`config.mk`:
```
export PLATFORM = sky130hd
export DESIGN_NAME = usb_tx_mass_gen
export DESIGN_NICKNAME = d
export VERILOG_FILES = /design/src/rtl/usb_tx_mass_gen.sv
export SDC_FILE = /design/constraint.sdc
export NUM_CORES = 1
export LEC_CHECK = 0
export BUFFER_PORTS_ARGS = -buffer_cell sky130_fd_sc_hd__buf_4
export CORE_UTILIZATION = 33
export DETAILED_ROUTE_END_ITERATION = 7
export GPL_TIMING_DRIVEN = 1
export PLACE_DENSITY = 0.54
export SYNTH_ARGS = -nofsm -noshare
export SYNTH_HDL_FRONTEND = slang
export SYNTH_SLANG_ARGS = --single-unit
export TNS_END_PERCENT = 5
```
`constraint.sdc`:
```
create_clock -name clk -period 4.85 [get_ports clk]
set_input_delay 1.455 -clock clk [delete_from_list [all_inputs] [get_ports clk]]
set_output_delay 1.455 -clock clk [all_outputs]
set_load 0.02 [all_outputs]
```
`src/rtl/usb_tx_mass_gen.sv`:
```
// Bulk test generator: 4-byte LE length header in on RX, incrementing byte pattern out on 32-bit TX; first word 2 cycles after last header byte.
// TX word held while tx_tready low; RX stalled while sending. Optional partial-header timeout via USB_TX_MASS_TIMEOUT_EN.
module usb_tx_mass_gen #(
  parameter int unsigned TIMEOUT_CYC = 1000000,
  parameter logic [7:0]  START_BYTE  = 8'h00
) (
  input  logic        clk,
  input  logic        rst,
  input  logic        rx_tvalid,
  input  logic [7:0]  rx_tdata,
  output logic        rx_tready,
  input  logic        tx_tready,
  output logic        tx_tvalid,
  output logic [31:0] tx_tdata,
  output logic [3:0]  tx_tkeep,
  output logic        tx_tlast,
  output logic        busy,
  output logic        done
);

  typedef enum logic [1:0] {S_HDR, S_LOAD, S_SEND} state_t;

  state_t      state_q;
  logic [1:0]  hdr_cnt_q;
  logic [31:0] len_q;
  logic [31:0] rem_q;
  logic [7:0]  pat_q;
  logic        tx_tvalid_q;
  logic [31:0] tx_tdata_q;
  logic [3:0]  tx_tkeep_q;
  logic        tx_tlast_q;
  logic        busy_q;
  logic        done_q;

  logic        rx_hs;
  logic        tx_hs;
  logic [31:0] rem_d;
  logic [7:0]  pat_d;
  logic [31:0] word_dat_d;
  logic [3:0]  word_keep_d;
  logic        word_last_d;

  if (TIMEOUT_CYC == 0) begin : g_bad_timeout
    $error("TIMEOUT_CYC must be nonzero");
  end

  assign rx_tready = (state_q == S_HDR) & ~rst;
  assign rx_hs     = rx_tvalid & rx_tready;
  assign tx_hs     = tx_tvalid_q & tx_tready;

  // Word to present next: first word of a packet in S_LOAD, otherwise the one after the current word.
  always_comb begin
    if (state_q == S_LOAD) begin
      rem_d = len_q;
      pat_d = START_BYTE;
    end else begin
      rem_d = rem_q - 32'd4;
      pat_d = pat_q + 8'd4;
    end
    word_dat_d  = '0;
    word_keep_d = '0;
    for (int i = 0; i < 4; i++) begin
      if (rem_d > 32'(i)) begin
        word_dat_d[8*i +: 8] = pat_d + 8'(i);
        word_keep_d[i]       = 1'b1;
      end
    end
    word_last_d = (rem_d <= 32'd4);
  end

`ifdef USB_TX_MASS_TIMEOUT_EN
  logic [31:0] tmo_q;
`endif

  always_ff @(posedge clk) begin
    if (rst) begin
      state_q     <= S_HDR;
      hdr_cnt_q   <= 2'd0;
      len_q       <= '0;
      rem_q       <= '0;
      pat_q       <= '0;
      tx_tvalid_q <= 1'b0;
      tx_tdata_q  <= '0;
      tx_tkeep_q  <= '0;
      tx_tlast_q  <= 1'b0;
      busy_q      <= 1'b0;
      done_q      <= 1'b0;
`ifdef USB_TX_MASS_TIMEOUT_EN
      tmo_q       <= '0;
`endif
    end else begin
      done_q <= 1'b0;
      unique case (state_q)
        S_HDR: begin
          if (rx_hs) begin
            len_q[{hdr_cnt_q, 3'b000} +: 8] <= rx_tdata;
            hdr_cnt_q <= hdr_cnt_q + 2'd1;
            if (hdr_cnt_q == 2'd3) begin
              state_q <= S_LOAD;
              busy_q  <= 1'b1;
            end
          end
`ifdef USB_TX_MASS_TIMEOUT_EN
          // Stale partial headers are dropped after TIMEOUT_CYC quiet cycles.
          if (rx_hs || hdr_cnt_q == 2'd0) begin
            tmo_q <= '0;
          end else if (tmo_q == TIMEOUT_CYC - 1) begin
            tmo_q     <= '0;
            hdr_cnt_q <= 2'd0;
          end else begin
            tmo_q <= tmo_q + 32'd1;
          end
`endif
        end
        S_LOAD: begin
          rem_q <= rem_d;
          pat_q <= pat_d;
          if (len_q == 32'd0) begin
            done_q    <= 1'b1;
            hdr_cnt_q <= 2'd0;
            busy_q    <= 1'b0;
            state_q   <= S_HDR;
          end else begin
            tx_tvalid_q <= 1'b1;
            tx_tdata_q  <= word_dat_d;
            tx_tkeep_q  <= word_keep_d;
            tx_tlast_q  <= word_last_d;
            state_q     <= S_SEND;
          end
        end
        S_SEND: begin
          if (tx_hs) begin
            if (tx_tlast_q) begin
              tx_tvalid_q <= 1'b0;
              tx_tdata_q  <= '0;
              tx_tkeep_q  <= '0;
              tx_tlast_q  <= 1'b0;
              done_q      <= 1'b1;
              hdr_cnt_q   <= 2'd0;
              busy_q      <= 1'b0;
              state_q     <= S_HDR;
            end else begin
              rem_q      <= rem_d;
              pat_q      <= pat_d;
              tx_tdata_q <= word_dat_d;
              tx_tkeep_q <= word_keep_d;
              tx_tlast_q <= word_last_d;
            end
          end
        end
        default: state_q <= S_HDR;
      endcase
    end
  end

  assign tx_tvalid = tx_tvalid_q;
  assign tx_tdata  = tx_tdata_q;
  assign tx_tkeep  = tx_tkeep_q;
  assign tx_tlast  = tx_tlast_q;
  assign busy      = busy_q;
  assign done      = done_q;

endmodule

```
# After elaboration in Yosys (flattened, before gate mapping)
# Index checks and enable logic that the tools add are counted.
word_totals:
  reg_bits: 116
  inputBits: 12
  word_cells: 100
op_classes:
  n_bitwise: 4
  reduce_logical: 11
  add_sub_neg: 7
  order_cmp: 5
  n_mux: 50
  shift: 2
  eq_ne: 10
ops:
  columns: ["op", "count"]
  rows:
  - ["2-to-1 mux 32 bit", 6]
  - ["one-hot mux 32 bit (2 select lines)", 2]
  - ["> comparator 32 x 1 -> 1 bit, second input constant", 2]
  - ["> comparator 32 x 2 -> 1 bit, second input constant", 2]
  - ["2-to-1 mux 8 bit", 7]
  - ["bitwise mux 32 bit", 1]
  - ["less-or-equal comparator 32 x 3 -> 1 bit, second input constant", 1]
  - ["logical NOT 32 bit", 1]
  - ["variable shift 8 x 7 -> 32 bit, first input constant", 1]
  - ["variable part select 8 x 7 -> 32 bit", 1]
  - ["subtractor 32 x 3 -> 32 bit, second input constant", 1]
  - ["adder 8 x 2 -> 8 bit, second input constant", 2]
  - ["2-to-1 mux 1 bit", 16]
  - ["one-hot mux 8 bit (2 select lines)", 1]
  - ["2-to-1 mux 2 bit", 7]
  - ["2-to-1 mux 4 bit", 3]
  - ["one-hot mux 2 bit (3 select lines)", 2]
  - ["inequality test 2 bit, second input constant", 5]
  - ["adder 8 x 1 -> 8 bit, second input constant", 1]
  - ["adder 8 x 3 -> 8 bit, second input constant", 1]
  - ["one-hot mux 4 bit (2 select lines)", 1]
  - ["AND reduction 4 bit", 2]
  - ["negation 5 -> 7 bit", 1]
  - ["one-hot mux 1 bit (2 select lines)", 3]
  - ["14 further kinds", 19]

# Depth between registers and ports, before layout
# Gate-level depths: netlist of run 1.
logic_depth:
  depth_word: 7
  depth_mapped: 13
  depth_no_buf: 12

# Worst setup path after synthesis of run 1
# OpenSTA, ideal clock, no wires.
synth_path:
  path_type: "register -> register"
  startpoint: "register rem_q[2]"
  endpoint: "register tx_tdata_q[19], in the netlist tx_tdata[19]"
  slack_ns: 1.441
  path_stages_with_launch: 12
  t_arrival_ns: 3.288
  path_cell_list: "dfxtp_1 clkbuf_1 inv_1 ha_1 nor3b_1 nand4_4 or4_1 a31o_1 a2111o_1 nor4_4 buf_6 o21ai_2"
synth_via:
  elab_chain_len: 7
synth_lines:
  columns: ["element", "line", "rtl"]
  rows:
  - ["start: declaration", "26", "logic [31:0] rem_q;"]
  - ["start signal: assignment", "116", "rem_q <= rem_d;"]
  - ["start signal: assignment", "143", "rem_q <= rem_d;"]
  - ["subtractor 32 x 3 -> 32 bit (*)", "57", "rem_d = rem_q - 32'd4;"]
  - ["2-to-1 mux 32 bit (*)", "53", "if (state_q == S_LOAD) begin"]
  - ["> comparator 32 x 2 -> 1 bit (*)", "63", "if (rem_d > 32'(i)) begin"]
  - ["2-to-1 mux 8 bit (*)", "63", null]
  - ["2-to-1 mux 32 bit", "133", "if (tx_tlast_q) begin"]
  - ["2-to-1 mux 32 bit", "132", "if (tx_hs) begin"]
  - ["one-hot mux 32 bit (2 select lines) (*)", "93", "unique case (state_q)"]
  - ["end signal: assignment", "125", "tx_tdata_q <= word_dat_d;"]
  - ["end signal: assignment", "145", "tx_tdata_q <= word_dat_d;"]
  - ["end: declaration", "29", "logic [31:0] tx_tdata_q;"]
# Mark *: on every way between the ends. The rest lies on a longest branch, timed or not. The select of a mux whose other input is x is not followed.
# A chain may end at the register's enable or synchronous reset.

# Worst setup path in the final report of run 1
layout_path:
  startpoint: "register rem_q[2]"
  endpoint: "register tx_tdata_q[0], in the netlist tx_tdata[0]"
layout_via:
  elab_chain_len: 7
layout_lines:
  columns: ["element", "line"]
  rows:
  - ["subtractor 32 x 3 -> 32 bit (*)", "57"]
  - ["2-to-1 mux 32 bit (*)", "53"]
  - ["> comparator 32 x 1 -> 1 bit (*)", "63"]
  - ["2-to-1 mux 8 bit (*)", "63"]
  - ["2-to-1 mux 32 bit", "133"]
  - ["2-to-1 mux 32 bit", "132"]
  - ["one-hot mux 32 bit (2 select lines) (*)", "93"]
# Marks and branches as above.

==> impl_results.md, run 1 <==
- Status: complete, no violations
- GPL Wtd Cong: between 0.8 and 0.9
- Post-synthesis compound-gate area fraction: 0.254
- Number of synthesis warnings: 0
- First-pass GRT wire length: about 32000 um
- Remaining antenna violation count: 0
- GRT Util Overall: 0.198
- Post-route minimum period: 3.92 ns
- GRT overflow: 0
- Post-cts sizing count: 0
- Die area: around 20000 um2
- Netlist cell types: between 60 and 70
- Clk buf depth: 2
- Placed inst area: 7140 um2
- Crit start category: flop
- CTS tree: yes
- Count of final hold-check violations: 0
- Share of layout cells above drive strength 1: 0.166
- Synthesized cell area: roughly 6600 um2
- Worst r2r src: rem_q[2]
- Routed WL: ~19000 um
- Max-capacitance violation count: 0
- I/O pins: 53
- Most common cell after layout, fill and taps aside: nand2_1
- WL/cell: 17.0 um
- Design Area, Final: roughly 7800 um2
- Setup-failing EPs final: 0
- Xor and xnor area share after synthesis: 0.0386
- Setup crit end: tx_tdata[0]
- Hold Buf Count CTS: 0
- Final Cycle Share: 0.807
- Util after Layout: 0.399
- Post-route setup TNS: 0 ns
- Core ar.: 19500 um2
- Total Power: between 2 and 2.5 mW
- Max VDD drop: approximately 0.00025 V
- Final WS setup: around 0.93 ns
- Main synth FF type: dfxtp_1
- Vias in the first global route: 5773
- Clk Latency, worst-skew pair: 0.42 ns
- CTS clk-pin slew, worst paths: roughly 0.060 ns
- Kind of critical path: flop to flop
- Root Buffer Master: clkbuf_16
- CP arrival: about 4.2 ns
- Vias per std cell: about 5.5
- Port Buffer Count: 52
- Worst R2R End: tx_tdata[0]
- Count of final max-slew check failures: 0
- Fraction of registers with async set/reset: 0
- Syn Nets: between 800 and 900
- Simple-Gate Fraction of Synth Area: 0.271
- Die width: between 100 and 150 um
- Row cnt: 51
- Initial core utilization: 0.338
- DP Wirelength: around 13000 um
- DR pass1 iterations: 5
- Commonest non-fill, non-tap cells in the layout: 129 x nand2_1, 116 x dfxtp_1, 75 x a21oi_1
- Area share of fa/ha/maj cells after synthesis: 0.0305
- Synthesized flop and latch total: 116
- R2R setup slack: just over 0.9 ns
- Synth Area per Inst: 7.80 um2
- Worst slack, placed: around 0.95 ns
- Multiplexer share of the synthesized area: 0.00628
- DRC: 0
- Crit path required time: slightly above 5 ns
- Largest net degree at the start of global routing: 83
- Max Clock Skew: approximately 0.0087 ns
- Max Fclk: ~0.26 GHz
- Pwr/cell area: roughly 320 nW/um2
- Reg2reg path depth: 10
- Final net count: between 800 and 900
- Number of diodes: 0
- Clock Sink Count: 116
- P_leak: about 3 nW
- Hold Crit Start: pat_q[1]
- Unrepaired setup endpoints after global routing: no
- Worst setup EP type: flop
- Sequential area share after synthesis: 0.353
- Clock buffer count from CTS: 17
- Critical Path Start: rem_q[2]
- Initial antenna violation count: 0
- Largest family of logic cells by synthesized area: simple AND/OR/NAND/NOR gates
- Worst Path Max Fanout: 37
- Slew margin rel.: 0.285
- Setup Fix Bufs, Post-CTS: 0
- Worst Tran Pin Value: 1.07 ns
- Layout area overhead: 18.3%
- Routed via count: 6240
- Post-synth EDFFs: 0
- Drt first-iter violations: just over 500
- Gate Count Post-Synth: around 840
- Die height: ~140 um
- H-tree lvl count: 4
- Type of the worst min-delay path: flop to flop
==> worst min-delay path by stage <==
| stage | slack, ns | to | cells past startpoint |
|---|---|---|---|
| CTS | 0.46 | pat_q[1] | 1 |
| detailed placement | 0.45 | pat_q[1] | 1 |
| global route | 0.48 | pat_q[1] | 1 |
| finish | 0.47 | pat_q[1] | 1 |
| floorplan | 0.43 | pat_q[1] | 1 |
| global placement | 0.44 | pat_q[1] | 1 |
==> state kept, by name (all words and copies together), names as in the netlist <==
name	count
pat_q	8
rem_q	32
busy	1
tx_tvalid	1
len_q	32
done	1
tx_tlast	1
tx_tdata	32
tx_tkeep	4
hdr_cnt_q	2
state_q	2
==> per-layer routing <==
metal | global-route usage | up-vias | share of wire
met5 | 0 | - | 0
met4 | 0.0498 | 0 | 0.010
met3 | 0.0376 | 15 | 0.044
met2 | 0.299 | 146 | 0.44
met1 | 0.286 | 2943 | 0.50
li1 | - | 3136 | -
==> synth_stat cells, types with 3 or more instances <==
| library cell | n | area, um2 |
|---|---|---|
| nor4_1 | 20 | 125 |
| dfxtp_1 | 116 | 2320 |
| nand4_1 | 9 | 56.3 |
| clkbuf_1 | 45 | 169 |
| buf_6 | 4 | 45.0 |
| a22oi_1 | 15 | 113 |
| nand3_1 | 45 | 225 |
| or4_1 | 4 | 30.0 |
| nor2_1 | 68 | 255 |
| a21oi_1 | 75 | 375 |
| and2_1 | 9 | 56.3 |
| nor2b_1 | 7 | 43.8 |
| nand2_1 | 129 | 484 |
| xnor2_1 | 15 | 131 |
| inv_1 | 10 | 37.5 |
| a32oi_1 | 32 | 280 |
| mux2i_1 | 3 | 30.0 |
| and3_1 | 5 | 31.3 |
| o31ai_1 | 9 | 67.6 |
| a211oi_1 | 5 | 37.5 |
| o21ai_2 | 30 | 263 |
| or3b_2 | 3 | 26.3 |
| xor2_1 | 14 | 123 |
| a22o_1 | 3 | 26.3 |
| or2_2 | 4 | 25.0 |
| a31oi_1 | 3 | 18.8 |
| nand2b_1 | 7 | 43.8 |
| clkbuf_2 | 3 | 15.0 |
| nor3_1 | 25 | 125 |
| buf_1 | 7 | 26.3 |
| nor3b_1 | 6 | 45.0 |
| o21ai_0 | 38 | 190 |
| or3_1 | 10 | 62.6 |
| o41ai_1 | 6 | 52.6 |
| ha_1 | 16 | 200 |
==> cell type report <==
type,instances,area [um2]
multi-input combinational,655,3970
fill,2022,11700
tap,265,332
inverter,11,41.3
sequential,116,2320
timing repair buffer,63,473
clock buffer,24,492
clock inverter,7,145
==> worst max-delay path, cell delays in order (launching register included) <==
cell,delay (ns)
dfxtp_1,0.38
inv_1,0.09
ha_1,0.27
nor3b_1,0.60
nand4_4,0.25
or4_1,0.52
a31o_1,0.24
a2111o_1,0.38
nor4_4,0.25
buf_4,0.56
o21ai_0,0.20
==> cells by family (layout without fill, tap and decap cells) <==
| logic type | count (synthesis) | after routing |
|---|---|---|
| AND/OR/NAND/NOR | 363 | 363 |
| flip-flops | 116 | 116 |
| buffers and inverters | 72 | 105 |
| multiplexers | 4 | 4 |
| XOR/XNOR | 29 | 29 |
| adder cells (fa/ha/maj) | 16 | 16 |
| AO/OA/AOI/OAI | 243 | 243 |
==> power breakdown <==
group	switching [mW]	leakage [nW]	internal, mW
Clock	0.453	0.307	0.913
Sequential	0.00805	0.935	0.960
Combinational	0.0828	1.69	0.0461
Total	0.544	2.93	1.92
==> per-stage QoR <==
step	hold WS, ns	cells
6_report	0.467	1141
5_1_grt	0.481	1141
4_1_cts	0.464	1141
3_5_place_dp	0.451	1110
3_3_place_gp	0.444	1110
2_1_floorplan	0.430	843
Power figures use the tool's default switching activity.
==> run 2: changes to the inputs <==
- clock period: 4.85 -> 4.1 ns (I/O delays scaled with it)
==> impl_results.md, run 2 (synthesis results as in run 1) <==
- Total Power: 2.69 mW (+9.3%)
- GRT Util Overall: 0.194 (-0.00394)
- Slew margin rel.: 0.278 (-0.00690)
- Post-route setup TNS: 0 ns (unchanged)
- Routed WL: 19200 um (-1.0%)
- Number of diodes: 0 (unchanged)
- Setup Fix Bufs, Post-CTS: 0 (unchanged)
- Post-route minimum period: 3.65 ns (-0.261 ns)
- Clk pwr share: 0.517 (-0.038)
- Root Buffer Master: clkbuf_16
- CTS tree: yes
- Crit start category: flop
- Die width: 143 um (unchanged)
- Pwr/cell area: 348 nW/um2 (+9.7%)
- Setup-failing EPs final: 0 (unchanged)
- Largest net degree at the start of global routing: 76 (-8.4%)
- Routed via count: 6290 (+0.80%)
- Placed inst area: 7190 um2 (+0.81%)
- Vias in the first global route: 5674 (-1.7%)
- DR pass1 iterations: 5 (unchanged)
- Register Area: 2320 um2 (unchanged)
- CTS clk-pin slew, worst paths: 0.05 ns (about the same)
- Worst Path Max Fanout: 37 (unchanged)
- First-pass GRT wire length: 31000 um (-2.2%)
- Commonest non-fill, non-tap cells in the layout: 129 x nand2_1, 116 x dfxtp_1, 75 x a21oi_1
- DP Wirelength: 13000 um (-1.5%)
- FILL cells: 2012 (-0.49%)
- Sw Ratio: 0.239 (+0.0188)
- Row cnt: 51 (unchanged)
- P_leak: 2.92 nW (-0.50%)
- Count of final max-slew check failures: 0 (unchanged)
- Hold Buf Count CTS: 0 (unchanged)
- Worst setup EP type: flop
- Final Cycle Share: 0.891 (+0.0839)
- Core ar.: 19500 um2 (unchanged)
- Max Fclk: 0.274 GHz (+7.2%)
- Clk buf depth: 2 (unchanged)
- Clk Latency, worst-skew pair: 0.43 ns (about the same)
- Die area: 20500 um2 (unchanged)
- Clock Sink Count: 116 (unchanged)
- GRT overflow: 0 (unchanged)
- Worst Tran Pin Value: 1.08 ns (+0.00532 ns)
- GPL Wtd Cong: 0.844 (+1.2%)
- Design Area, Final: 7740 um2 (-0.43%)
- Multi-input gate area: 3970 um2 (unchanged)
- Internal power contribution: 2.05 mW (+6.6%)
- WL/cell: 16.7 um (-1.6%)
- H-tree lvl count: 4 (unchanged)
- Seq pwr share: 0.426 (+0.033)
- CP arrival: 4.02 ns (-0.17 ns)
- Final net count: 898 (+0.67%)
- Count of final hold-check violations: 0 (unchanged)
- Clock buffer count from CTS: 17 (unchanged)
- Vias per std cell: 5.48 (+0.27%)
- Port Buffer Count: 52 (unchanged)
- Max VDD drop: 0.000291 V (+16%)
- Max Clock Skew: 0.00887 ns (+0.000135 ns)
- Share of layout cells above drive strength 1: 0.171 (+0.00568)
- Worst slack, placed: 0.441 ns (-0.506 ns)
- Util after Layout: 0.398 (-0.00174)
- Post-cts sizing count: 0 (unchanged)
- Initial core utilization: 0.338 (unchanged)
- Most common cell after layout, fill and taps aside: nand2_1
- Status: complete, no violations
- Unrepaired setup endpoints after global routing: no
- Kind of critical path: flop to flop
- Max-capacitance violation count: 0 (unchanged)
- Layout area overhead: 17.8%
- Die height: 143 um (unchanged)
- Drt first-iter violations: 498 (-2.4%)
- Initial antenna violation count: 0 (unchanged)
- Final WS setup: 0.446 ns (-0.489 ns)
- Remaining antenna violation count: 0 (unchanged)
- I/O pins: 53 (unchanged)
- DRC: 0 (unchanged)
- NetSw: 0.644 mW (+19%)
- Logic pwr share: 0.057 (+0.005)
- Type of the worst min-delay path: flop to flop
- Crit path required time: 4.47 ns (-0.65 ns)
==> run 2: cell count changes in the layout (fill, tap and decap cells not counted) <==
cell,before,now
clkinv_4,2,1
bufinv_16,4,1
buf_12,0,1
clkbuf_8,4,2
buf_4,63,68
clkinv_2,0,4
clkinvlp_4,1,3
==> run 2: cell type report <==
class	instances	share of cell area
multi-input cells	655	0.513
flip-flops and latches	116	0.300
repair buffers	69	0.0685
well taps	265	0.0428
clock buffers	22	0.0600
inverters	11	0.00533
clock inverters	9	0.0105
==> run 2: final timing paths <==
kind,to,cells after the start,startpoint,slack (ns)
hold / removal,pat_q[1],1,pat_q[1],0.46
setup reg to reg,tx_tlast,10,rem_q[2],0.45
hold reg to reg,pat_q[1],1,pat_q[1],0.46
setup / recovery,tx_tlast,10,rem_q[2],0.45
==> run 2: through the flow <==
step | std cells | hold WS (ns)
3_5_place_dp | 1116 | 0.451
4_1_cts | 1147 | 0.463
5_1_grt | 1147 | 0.482
6_report | 1147 | 0.459
3_3_place_gp | 1116 | 0.445
2_1_floorplan | 843 | 0.430
==> run 2: critical path: stages, from the launching register on <==
cell and delay, ns:
dfxtp_1 0.38, inv_1 0.09, ha_1 0.27, nor3b_1 0.61, nand4_4 0.25, or4_1 0.51
a31o_1 0.24, a2111o_1 0.39, nor4_4 0.32, buf_12 0.30, a32o_1 0.20
==> run 2: layer usage <==
| layer | share of wire | wire length, um | vias to the layer above | global-route usage |
|---|---|---|---|---|
| met3 | 0.061 | 1170 | 18 | 0.0439 |
| met4 | 0.011 | 205 | 0 | 0.0600 |
| li1 | - | - | 3143 | - |
| met1 | 0.49 | 9310 | 2949 | 0.279 |
| met2 | 0.44 | 8490 | 180 | 0.283 |
| met5 | 0 | 0 | - | 0 |
==> run 2: power groups by stage <==
stage / clock, mW / combinational [mW] / sequential (mW)
2_1_floorplan: 0 / 0.106 / 1.17
5_1_grt: 1.48 / 0.170 / 1.15
4_1_cts: 1.42 / 0.153 / 1.14
6_report: 1.39 / 0.153 / 1.15
3_5_place_dp: 0 / 0.151 / 1.17
3_3_place_gp: 0 / 0.152 / 1.17
